<file path="config.mk">
export PLATFORM = sky130hd
export DESIGN_NAME = uart_rx_deserializer_flat
export DESIGN_NICKNAME = d
export VERILOG_FILES = /design/src/rtl/uart_rx_deserializer_if.sv /design/src/rtl/uart_rx_deserializer.sv /design/src/flat_wrapper.sv
export SDC_FILE = /design/constraint.sdc
export NUM_CORES = 1
export LEC_CHECK = 0
export CORE_MARGIN = 10
export CORE_UTILIZATION = 55
export CTS_CLUSTER_DIAMETER = 60
export DETAILED_ROUTE_END_ITERATION = 6
export DONT_BUFFER_PORTS = 1
export PLACE_DENSITY = 0.8
export RECOVER_POWER = 50
export SLEW_MARGIN = 20
export SYNTH_ARGS = -nofsm -noshare
export SYNTH_HDL_FRONTEND = slang
export SYNTH_SLANG_ARGS = --single-unit
</file>
<file path="constraint.sdc">
create_clock -name rx_clk_i -period 2.6 [get_ports rx_clk_i]
set_clock_uncertainty 0.2 [all_clocks]
set_input_delay 0.39 -clock rx_clk_i [delete_from_list [all_inputs] [get_ports rx_clk_i]]
set_output_delay 0.39 -clock rx_clk_i [all_outputs]
set_load 0.02 [all_outputs]
</file>
<file path="src/rtl/uart_rx_deserializer_if.sv">
// Core-side byte handshake of the UART receiver: the receiver drives data/valid and the
// consumer drives ready.
interface uart_rx_deserializer_if #(
  parameter int unsigned DATA_BITS = 8
) ();
  logic [DATA_BITS-1:0] rx_data;
  logic                 rx_valid;
  logic                 rx_ready;

  modport master (
    output rx_data,
    output rx_valid,
    input  rx_ready
  );

  modport slave (
    input  rx_data,
    input  rx_valid,
    output rx_ready
  );
endinterface

</file>
<file path="src/rtl/uart_rx_deserializer.sv">
// UART receive path: synchronises rx_in, frames start/data/stop bits and hands each byte
// to the consumer on a valid/ready handshake, flagging framing errors and overruns.
module uart_rx_deserializer #(
  parameter int unsigned CLKS_PER_BIT = 16,
  parameter int unsigned DATA_BITS    = 8
) (
  input  logic                   rx_clk_i,
  input  logic                   reset_ni,
  input  logic                   rx_in_i,
  uart_rx_deserializer_if.master rx_if,
  output logic                   frame_err_o,
  output logic                   overrun_o,
  output logic                   busy_o
);

  localparam int unsigned CntW = $clog2(CLKS_PER_BIT);
  localparam int unsigned BitW = (DATA_BITS > 1) ? $clog2(DATA_BITS) : 1;

  localparam logic [CntW-1:0] CntMax = CntW'(CLKS_PER_BIT - 1);
  localparam logic [CntW-1:0] CntMid = CntW'(CLKS_PER_BIT / 2 - 1);
  localparam logic [BitW-1:0] BitMax = BitW'(DATA_BITS - 1);

  localparam logic [2:0] StIdle     = 3'd0;
  localparam logic [2:0] StStart    = 3'd1;
  localparam logic [2:0] StData     = 3'd2;
  localparam logic [2:0] StStop     = 3'd3;
  localparam logic [2:0] StWaitIdle = 3'd4;

  logic [1:0]           sync_q;
  logic                 rx_s;
  logic [2:0]           state_q, state_d;
  logic [CntW-1:0]      clk_cnt_q, clk_cnt_d;
  logic [BitW-1:0]      bit_cnt_q, bit_cnt_d;
  logic [DATA_BITS-1:0] shift_q, shift_d;
  logic [DATA_BITS-1:0] data_q, data_d;
  logic                 valid_q, valid_d;
  logic                 ferr_q, ferr_d;
  logic                 ovr_q, ovr_d;
  logic                 accept;

  // Two-flop synchroniser; resets to the idle (high) line level.
  always_ff @(posedge rx_clk_i or negedge reset_ni) begin
    if (!reset_ni) begin
      sync_q <= 2'b11;
    end else begin
      sync_q <= {sync_q[0], rx_in_i};
    end
  end

  assign rx_s   = sync_q[1];
  assign accept = valid_q && rx_if.rx_ready;

  always_comb begin
    state_d   = state_q;
    clk_cnt_d = clk_cnt_q;
    bit_cnt_d = bit_cnt_q;
    shift_d   = shift_q;
    data_d    = data_q;
    valid_d   = valid_q;
    ferr_d    = 1'b0;
    ovr_d     = 1'b0;

    if (accept) begin
      valid_d = 1'b0;
    end

    case (state_q)
      StIdle: begin
        clk_cnt_d = '0;
        bit_cnt_d = '0;
        if (!rx_s) begin
          state_d = StStart;
        end
      end

      StStart: begin
        if (clk_cnt_q == CntMid) begin
          clk_cnt_d = '0;
          bit_cnt_d = '0;
          state_d   = rx_s ? StIdle : StData;
        end else begin
          clk_cnt_d = clk_cnt_q + 1'b1;
        end
      end

      StData: begin
        if (clk_cnt_q == CntMax) begin
          clk_cnt_d = '0;
          // LSB arrives first, so shifting right from the MSB leaves bits in order.
          shift_d   = {rx_s, shift_q[DATA_BITS-1:1]};
          if (bit_cnt_q == BitMax) begin
            bit_cnt_d = '0;
            state_d   = StStop;
          end else begin
            bit_cnt_d = bit_cnt_q + 1'b1;
          end
        end else begin
          clk_cnt_d = clk_cnt_q + 1'b1;
        end
      end

      StStop: begin
        if (clk_cnt_q == CntMax) begin
          clk_cnt_d = '0;
          if (rx_s) begin
            // A handshake completing this cycle frees the output register for the new byte.
            if (!valid_q || accept) begin
              data_d  = shift_q;
              valid_d = 1'b1;
            end else begin
              ovr_d = 1'b1;
            end
            state_d = StIdle;
          end else begin
            ferr_d  = 1'b1;
            state_d = StWaitIdle;
          end
        end else begin
          clk_cnt_d = clk_cnt_q + 1'b1;
        end
      end

      StWaitIdle: begin
        clk_cnt_d = '0;
        bit_cnt_d = '0;
        if (rx_s) begin
          state_d = StIdle;
        end
      end

      default: begin
        clk_cnt_d = '0;
        bit_cnt_d = '0;
        state_d   = StIdle;
      end
    endcase
  end

  always_ff @(posedge rx_clk_i or negedge reset_ni) begin
    if (!reset_ni) begin
      state_q   <= StIdle;
      clk_cnt_q <= '0;
      bit_cnt_q <= '0;
      shift_q   <= '0;
      data_q    <= '0;
      valid_q   <= 1'b0;
      ferr_q    <= 1'b0;
      ovr_q     <= 1'b0;
    end else begin
      state_q   <= state_d;
      clk_cnt_q <= clk_cnt_d;
      bit_cnt_q <= bit_cnt_d;
      shift_q   <= shift_d;
      data_q    <= data_d;
      valid_q   <= valid_d;
      ferr_q    <= ferr_d;
      ovr_q     <= ovr_d;
    end
  end

  assign rx_if.rx_data  = data_q;
  assign rx_if.rx_valid = valid_q;
  assign frame_err_o    = ferr_q;
  assign overrun_o      = ovr_q;
  assign busy_o         = (state_q != StIdle);

endmodule

</file>
<file path="src/flat_wrapper.sv">
// flat-port wrapper written by rule: the top's interface ports become plain ports
module uart_rx_deserializer_flat 
#(
  parameter int unsigned CLKS_PER_BIT = 16,
  parameter int unsigned DATA_BITS    = 8
)
  (rx_clk_i, reset_ni, rx_in_i, frame_err_o, overrun_o, busy_o, rx_if_rx_data, rx_if_rx_valid, rx_if_rx_ready);
  uart_rx_deserializer_if #(.DATA_BITS(DATA_BITS)) rx_if_i ();
  input  logic rx_clk_i;
  input  logic reset_ni;
  input  logic rx_in_i;
  output logic frame_err_o;
  output logic overrun_o;
  output logic busy_o;
  output wire logic [$bits(rx_if_i.rx_data)-1:0] rx_if_rx_data;
  output wire logic [$bits(rx_if_i.rx_valid)-1:0] rx_if_rx_valid;
  input wire logic [$bits(rx_if_i.rx_ready)-1:0] rx_if_rx_ready;
  assign rx_if_rx_data = rx_if_i.rx_data;
  assign rx_if_rx_valid = rx_if_i.rx_valid;
  assign rx_if_i.rx_ready = rx_if_rx_ready;
  uart_rx_deserializer #(.CLKS_PER_BIT(CLKS_PER_BIT), .DATA_BITS(DATA_BITS)) u_core (.rx_clk_i(rx_clk_i), .reset_ni(reset_ni), .rx_in_i(rx_in_i), .rx_if(rx_if_i), .frame_err_o(frame_err_o), .overrun_o(overrun_o), .busy_o(busy_o));
endmodule
</file>
Word level (Yosys, flattened, before mapping)
Index checks and enable logic that the tools add are counted.
{"block": "op_classes", "add_sub_neg": 2, "n_mul": 0, "div": 0, "magnitude_cmp": 0, "eq_ne": 13, "n_shift": 0, "mux": 28, "bitwise": 1, "n_reduce_logical": 10}
{"operator": "$mux W3", "count": 10}
{"operator": "$pmux W3 S5", "count": 1}
{"operator": "$mux W1", "count": 12}
{"operator": "$ne A2 B1 Y1 const B", "count": 5}
{"operator": "$pmux W3 S3", "count": 1}
{"operator": "$mux W4", "count": 2}
{"operator": "$pmux W4 S2", "count": 1}
{"operator": "$eq A3 B2 Y1 const B", "count": 2}
{"operator": "$eq A3 B3 Y1 const B", "count": 2}
{"operator": "$reduce_and A6 Y1", "count": 1}
{"operator": "$add A4 B1 Y4 const B", "count": 1}
{"operator": "$eq A4 B3 Y1 const B", "count": 1}
{"operator": "$eq A4 B4 Y1 const B", "count": 1}
{"operator": "$reduce_and A4 Y1", "count": 1}
{"operator": "$add A3 B1 Y3 const B", "count": 1}
{"operator": "$eq A3 B1 Y1 const B", "count": 1}
{"operator": "$logic_not A3 Y1", "count": 1}
{"operator": "$reduce_and A3 Y1", "count": 1}
{"operator": "$reduce_bool A3 Y1", "count": 1}
{"operator": "$mux W2", "count": 1}
{"operator": "$ne A2 B2 Y1 const B", "count": 1}
{"operator": "$reduce_and A2 Y1", "count": 1}
{"operator": "$reduce_or A2 Y1", "count": 1}
{"operator": "$logic_and A1 B1 Y1", "count": 1}
{"operator": "3 further kinds", "count": 3}
{"block": "word_totals", "reg_bits": 31, "latchBits": 0, "ramBits": 0, "mem_bits_ro": 0, "elab_cells": 63, "mem_count": 0}

Logic depth before layout (Yosys ltp)
{"block": "logic_depth", "depth_word": 6, "depth_mapped": 5}

Worst setup path after synthesis
OpenSTA, ideal clock, no wires.
{"block": "synth_path", "path_kind": "reg-to-reg", "start": "reg u_core.clk_cnt_q[0]", "end": "reg u_core.data_q[0], in the netlist u_core.rx_if.rx_data[0]", "t_arrival_ns": 1.614, "path_slack_ns": 0.662, "path_stages_with_launch": 6, "n_path_buf": 1, "path_cell_list": "dfrtp_1 -> ha_1 -> buf_4 -> nand4_4 -> nor4b_4 -> mux2_2"}
{"block": "synth_via", "elab_chain_cells": 2}
{"element": "from (decl)", "line_no": "uart_rx_deserializer.sv:32", "rtl": "logic [CntW-1:0] clk_cnt_q, clk_cnt_d;"}
{"element": "from (signal assigned)", "line_no": "uart_rx_deserializer.sv:151", "rtl": "clk_cnt_q <= clk_cnt_d;"}
{"element": "$eq A4 B4 Y1", "line_no": "uart_rx_deserializer.sv:103", "rtl": "if (clk_cnt_q == CntMax) begin"}
{"element": "$reduce_and A4 Y1 (no line)"}
{"element": "to (signal assigned)", "line_no": "uart_rx_deserializer.sv:154", "rtl": "data_q <= data_d;"}
{"element": "to (decl)", "line_no": "uart_rx_deserializer.sv:35", "rtl": "logic [DATA_BITS-1:0] data_q, data_d;"}
Every way passes these cells.
A chain may end at the register's enable or synchronous reset.

Final worst setup path
{"block": "layout_path", "start": "reg u_core.clk_cnt_q[0]", "end": "reg u_core.data_q[2], in the netlist u_core.rx_if.rx_data[2]"}
The elaborated chain is that of the path after synthesis.

==> metrics.md <==
| Metric | Value |
|---|---|
| Status | `finished, violations left` |
| Violated checks | `capacitance limit, slew limit` |
| Post-DP HPWL | `1790 um` |
| Slew @ Worst Pin | `1.56 ns` |
| Critical path startpoint category | `flop` |
| Setup Viol. Count Final | `0` |
| CTS Root Cell | `clkbuf_4` |
| Slew Viols, Final | `32` |
| Post-Syn Area per Cell | `12.9 um^2` |
| Clock buffer depth | `2` |
| Layout area overhead | `7.33%` |
| CP max FO | `9` |
| Crit path kind | `reg -> reg` |
| Antenna violations before repair | `0` |
| Met1 Use GR | `11.6%` |
| Synthesis warning total | `0` |
| Max-Cap Viols | `1` |
| Placed inst area | `1370 um^2` |
| CTS Buf Count | `5` |
| Cts hold-fix bufs | `3` |
| Worst Hold Path Cells | `2` |
| First-pass GRT wire length | `4300 um` |
| Tot GR Track Use | `roughly 11%` |
| Net count after synthesis | `113` |
| Max Clock Freq | `between 400 and 500 MHz` |
| # rows | `17` |
| Drt via density | `6.18` |
| Routed WL | `2490 um` |
| Initial DRC count | `68` |
| PD cells | `598 nW/um^2` |
| Via count | `859` |
| Fin nets | `117` |
| Reg-to-reg critical path endpoint | `u_core.rx_if.rx_data[2]` |
| CTS tree | `yes` |
| Clock latency on the worst-skew pair | `0.32 ns` |
| H-tree depth | `2` |
| Number of synthesized flops with an enable pin | `0` |
| Final instance area | `1470 um^2` |
| DR pass1 iterations | `4` |
| Cell area after synthesis | `1370 um^2` |
| FFs w/ async S/R, synth | `100%` |
| Pin count of the biggest net entering global routing | `32` |
| Synth Flop Type | `dfrtp_1` |
| Layout cells sized above 1 | `25.2%` |
| Yosys reg bits | `31` |
| Core box area | `between 2000 and 2500 um^2` |
| Final Util | `between 60% and 70%` |
| Placed Cells | `128` |
| Rel. slew slack | `-4.22%` |
| Post-cts repair resize count | `0` |
| Sequential Area | `778 um^2` |
| Met2 Track Usage GR | `17.3%` |
| Lkg Pwr | `slightly below 0.7 nW` |
| Fin. Hold Viols | `0` |
| CP arrival | `2.24 ns` |
| Critical Path Sink Type | `flop` |
| Die ar. | `just under 5000 um^2` |
| DIE HEIGHT | `69.8 um` |
| Worst hold path endpoint | `u_core.overrun_o` |
| Worst r2r src | `u_core.clk_cnt_q[0]` |
| Multi-input gate area | `roughly 550 um^2` |
| FF-to-FF setup slack | `between 0.3 and 0.4 ns` |
| Met3 global-route usage | `5.85%` |
| Vias in the first global route | `891` |
| VDD IR-drop max | `between 400 and 500 uV` |
| Fin crit share | `86.1%` |
| Critical Path RT | `2.60 ns` |
| Hold Path Class | `in -> reg` |
| Post-Layout Cell Count | `139` |
| Power Total | `0.876 mW` |
| Unrepaired setup endpoints after global routing | `false` |
| N_diodes | `0` |
| Fillcell total | `166` |
| Final ANT Viol Nets | `0` |
| Most crowded layer after global routing | `met2` |
| Reg2Reg Depth | `4` |
| Io pins | `16` |
| Sink Count | `31` |
| Hold path start | `rx_if_rx_ready` |
| Placer congestion estimate | `a little over 0.9` |
| GRT Residual Overflow | `0` |
| Seq/Total Area, Yosys | `approximately 57%` |
| Post-Syn Instances | `between 100 and 150` |
| IO buf count | `0` |
| Initial Util | `59.4%` |
| Chip width | `69.8 um` |
| Avg WL per Cell | `17.9 um` |
| Fin crit period | `roughly 2.2 ns` |
| Setup TNS | `0 ns` |
| Clock transition at path regs | `approximately 0.09 ns` |
| Remaining DRCs | `0` |
| Synth cell types | `36` |
| Post-CTS Setup Bufs | `0` |
critical path, cell delays in order, from the launching register on:
cell and delay, ns:
dfrtp_1 0.39, ha_1 0.37, nand4_4 0.18, nor4b_4 0.58
mux2_2 0.40
final cells by class:
| class | count | share of cell area [%] |
|---|---|---|
| Clock buffer | 7 | 4.44 |
| Clock inverter | 1 | 0.512 |
| Inverter | 2 | 0.512 |
| Multi-Input combinational cell | 67 | 37.4 |
| Sequential cell | 31 | 53.1 |
| Tap cell | 28 | 2.39 |
| Timing Repair Buffer | 3 | 1.62 |
kinds of logic (layout without fill, tap and decap cells):
| logic type | count (synthesis) | count (layout) | synth area share [%] |
|---|---|---|---|
| flops | 31 | 31 | 57.0 |
| simple gates | 29 | 29 | 14.4 |
| compound gates | 17 | 17 | 8.43 |
| mux | 17 | 17 | 13.9 |
| buf+inv | 8 | 13 | 2.84 |
| fa+ha+maj | 3 | 3 | 2.75 |
| xor+xnor | 1 | 1 | 0.642 |
routing by layer:
metal | share of wire (%) | routed length, um | vias to the layer above
met3 | 8.7 | 217 | 2
met2 | 51 | 1270 | 30
met5 | 0 | 0 | -
li1 | - | - | 406
met1 | 39 | 977 | 421
met4 | 1.2 | 29 | 0
sequential cells by signal, indices dropped and copies added (netlist names):
signal and flops:
u_core.sync_q 2, u_core.shift_q 8, u_core.rx_if.rx_data 8, u_core.bit_cnt_q 3, u_core.frame_err_o 1, u_core.clk_cnt_q 4, u_core.rx_if.rx_valid 1, u_core.state_q 3
u_core.overrun_o 1
Yosys cell counts (all sizes together), types with 2 or more instances:
master / instances / area [um^2]
a31oi: 3 / 18.8
a22o: 2 / 17.5
mux2: 16 / 180
dfrtp: 29 / 726
nand3: 4 / 20.0
o21ai: 2 / 10.0
nand4b: 2 / 17.5
buf: 3 / 20.0
inv: 2 / 7.51
a21oi: 4 / 20.0
nor2: 4 / 15.0
ha: 3 / 37.5
nor3: 2 / 10.0
dfstp: 2 / 52.6
clkbuf: 3 / 11.3
nand2: 6 / 22.5
how the worst max path moves through the flow:
stage,start,endpoint,slack [ns]
finish,u_core.clk_cnt_q[0],u_core.rx_if.rx_data[2],0.36
global route,reset_ni,u_core.shift_q[0],0.21
CTS,u_core.clk_cnt_q[0],u_core.rx_if.rx_data[2],0.34
detailed placement,u_core.clk_cnt_q[0],u_core.rx_if.rx_data[5],0.37
global placement,u_core.clk_cnt_q[0],u_core.rx_if.rx_data[7],0.45
floorplan,u_core.clk_cnt_q[0],u_core.rx_if.rx_data[0],0.66
metrics by stage:
stage	worst slack, ns	hold WS, ns
after floorplan	0.662	-0.106
after global placement	0.451	-0.105
after detailed placement	0.373	-0.105
after CTS	0.339	0.0484
after global routing	0.205	0.0575
final	0.361	0.0655
layout by cell type, fill, tap and decap left out, types with 2 or more instances in the layout:
| cell type | synthesis | routed |
|---|---|---|
| nand3_1 | 4 | 4 |
| dfstp_2 | 2 | 2 |
| dlygate4sd3_1 | 0 | 2 |
| a31oi_1 | 3 | 3 |
| nand2_1 | 6 | 6 |
| a22o_1 | 2 | 2 |
| nand4b_1 | 2 | 2 |
| a21oi_1 | 4 | 4 |
| dfrtp_1 | 29 | 29 |
| nor3_1 | 2 | 2 |
| inv_1 | 2 | 2 |
| nor2_1 | 4 | 4 |
| clkbuf_8 | 0 | 2 |
| clkbuf_4 | 0 | 5 |
| o21ai_0 | 2 | 2 |
| mux2_2 | 16 | 16 |
| ha_1 | 3 | 3 |
power breakdown:
part / total, mW / switching (mW) / internal [mW]
sequential: 0.517 / 0.0227 / 0.495
combinational: 0.0471 / 0.0284 / 0.0187
clock: 0.312 / 0.154 / 0.158
total: 0.876 / 0.205 / 0.671
(Power assumes the default switching activity.)
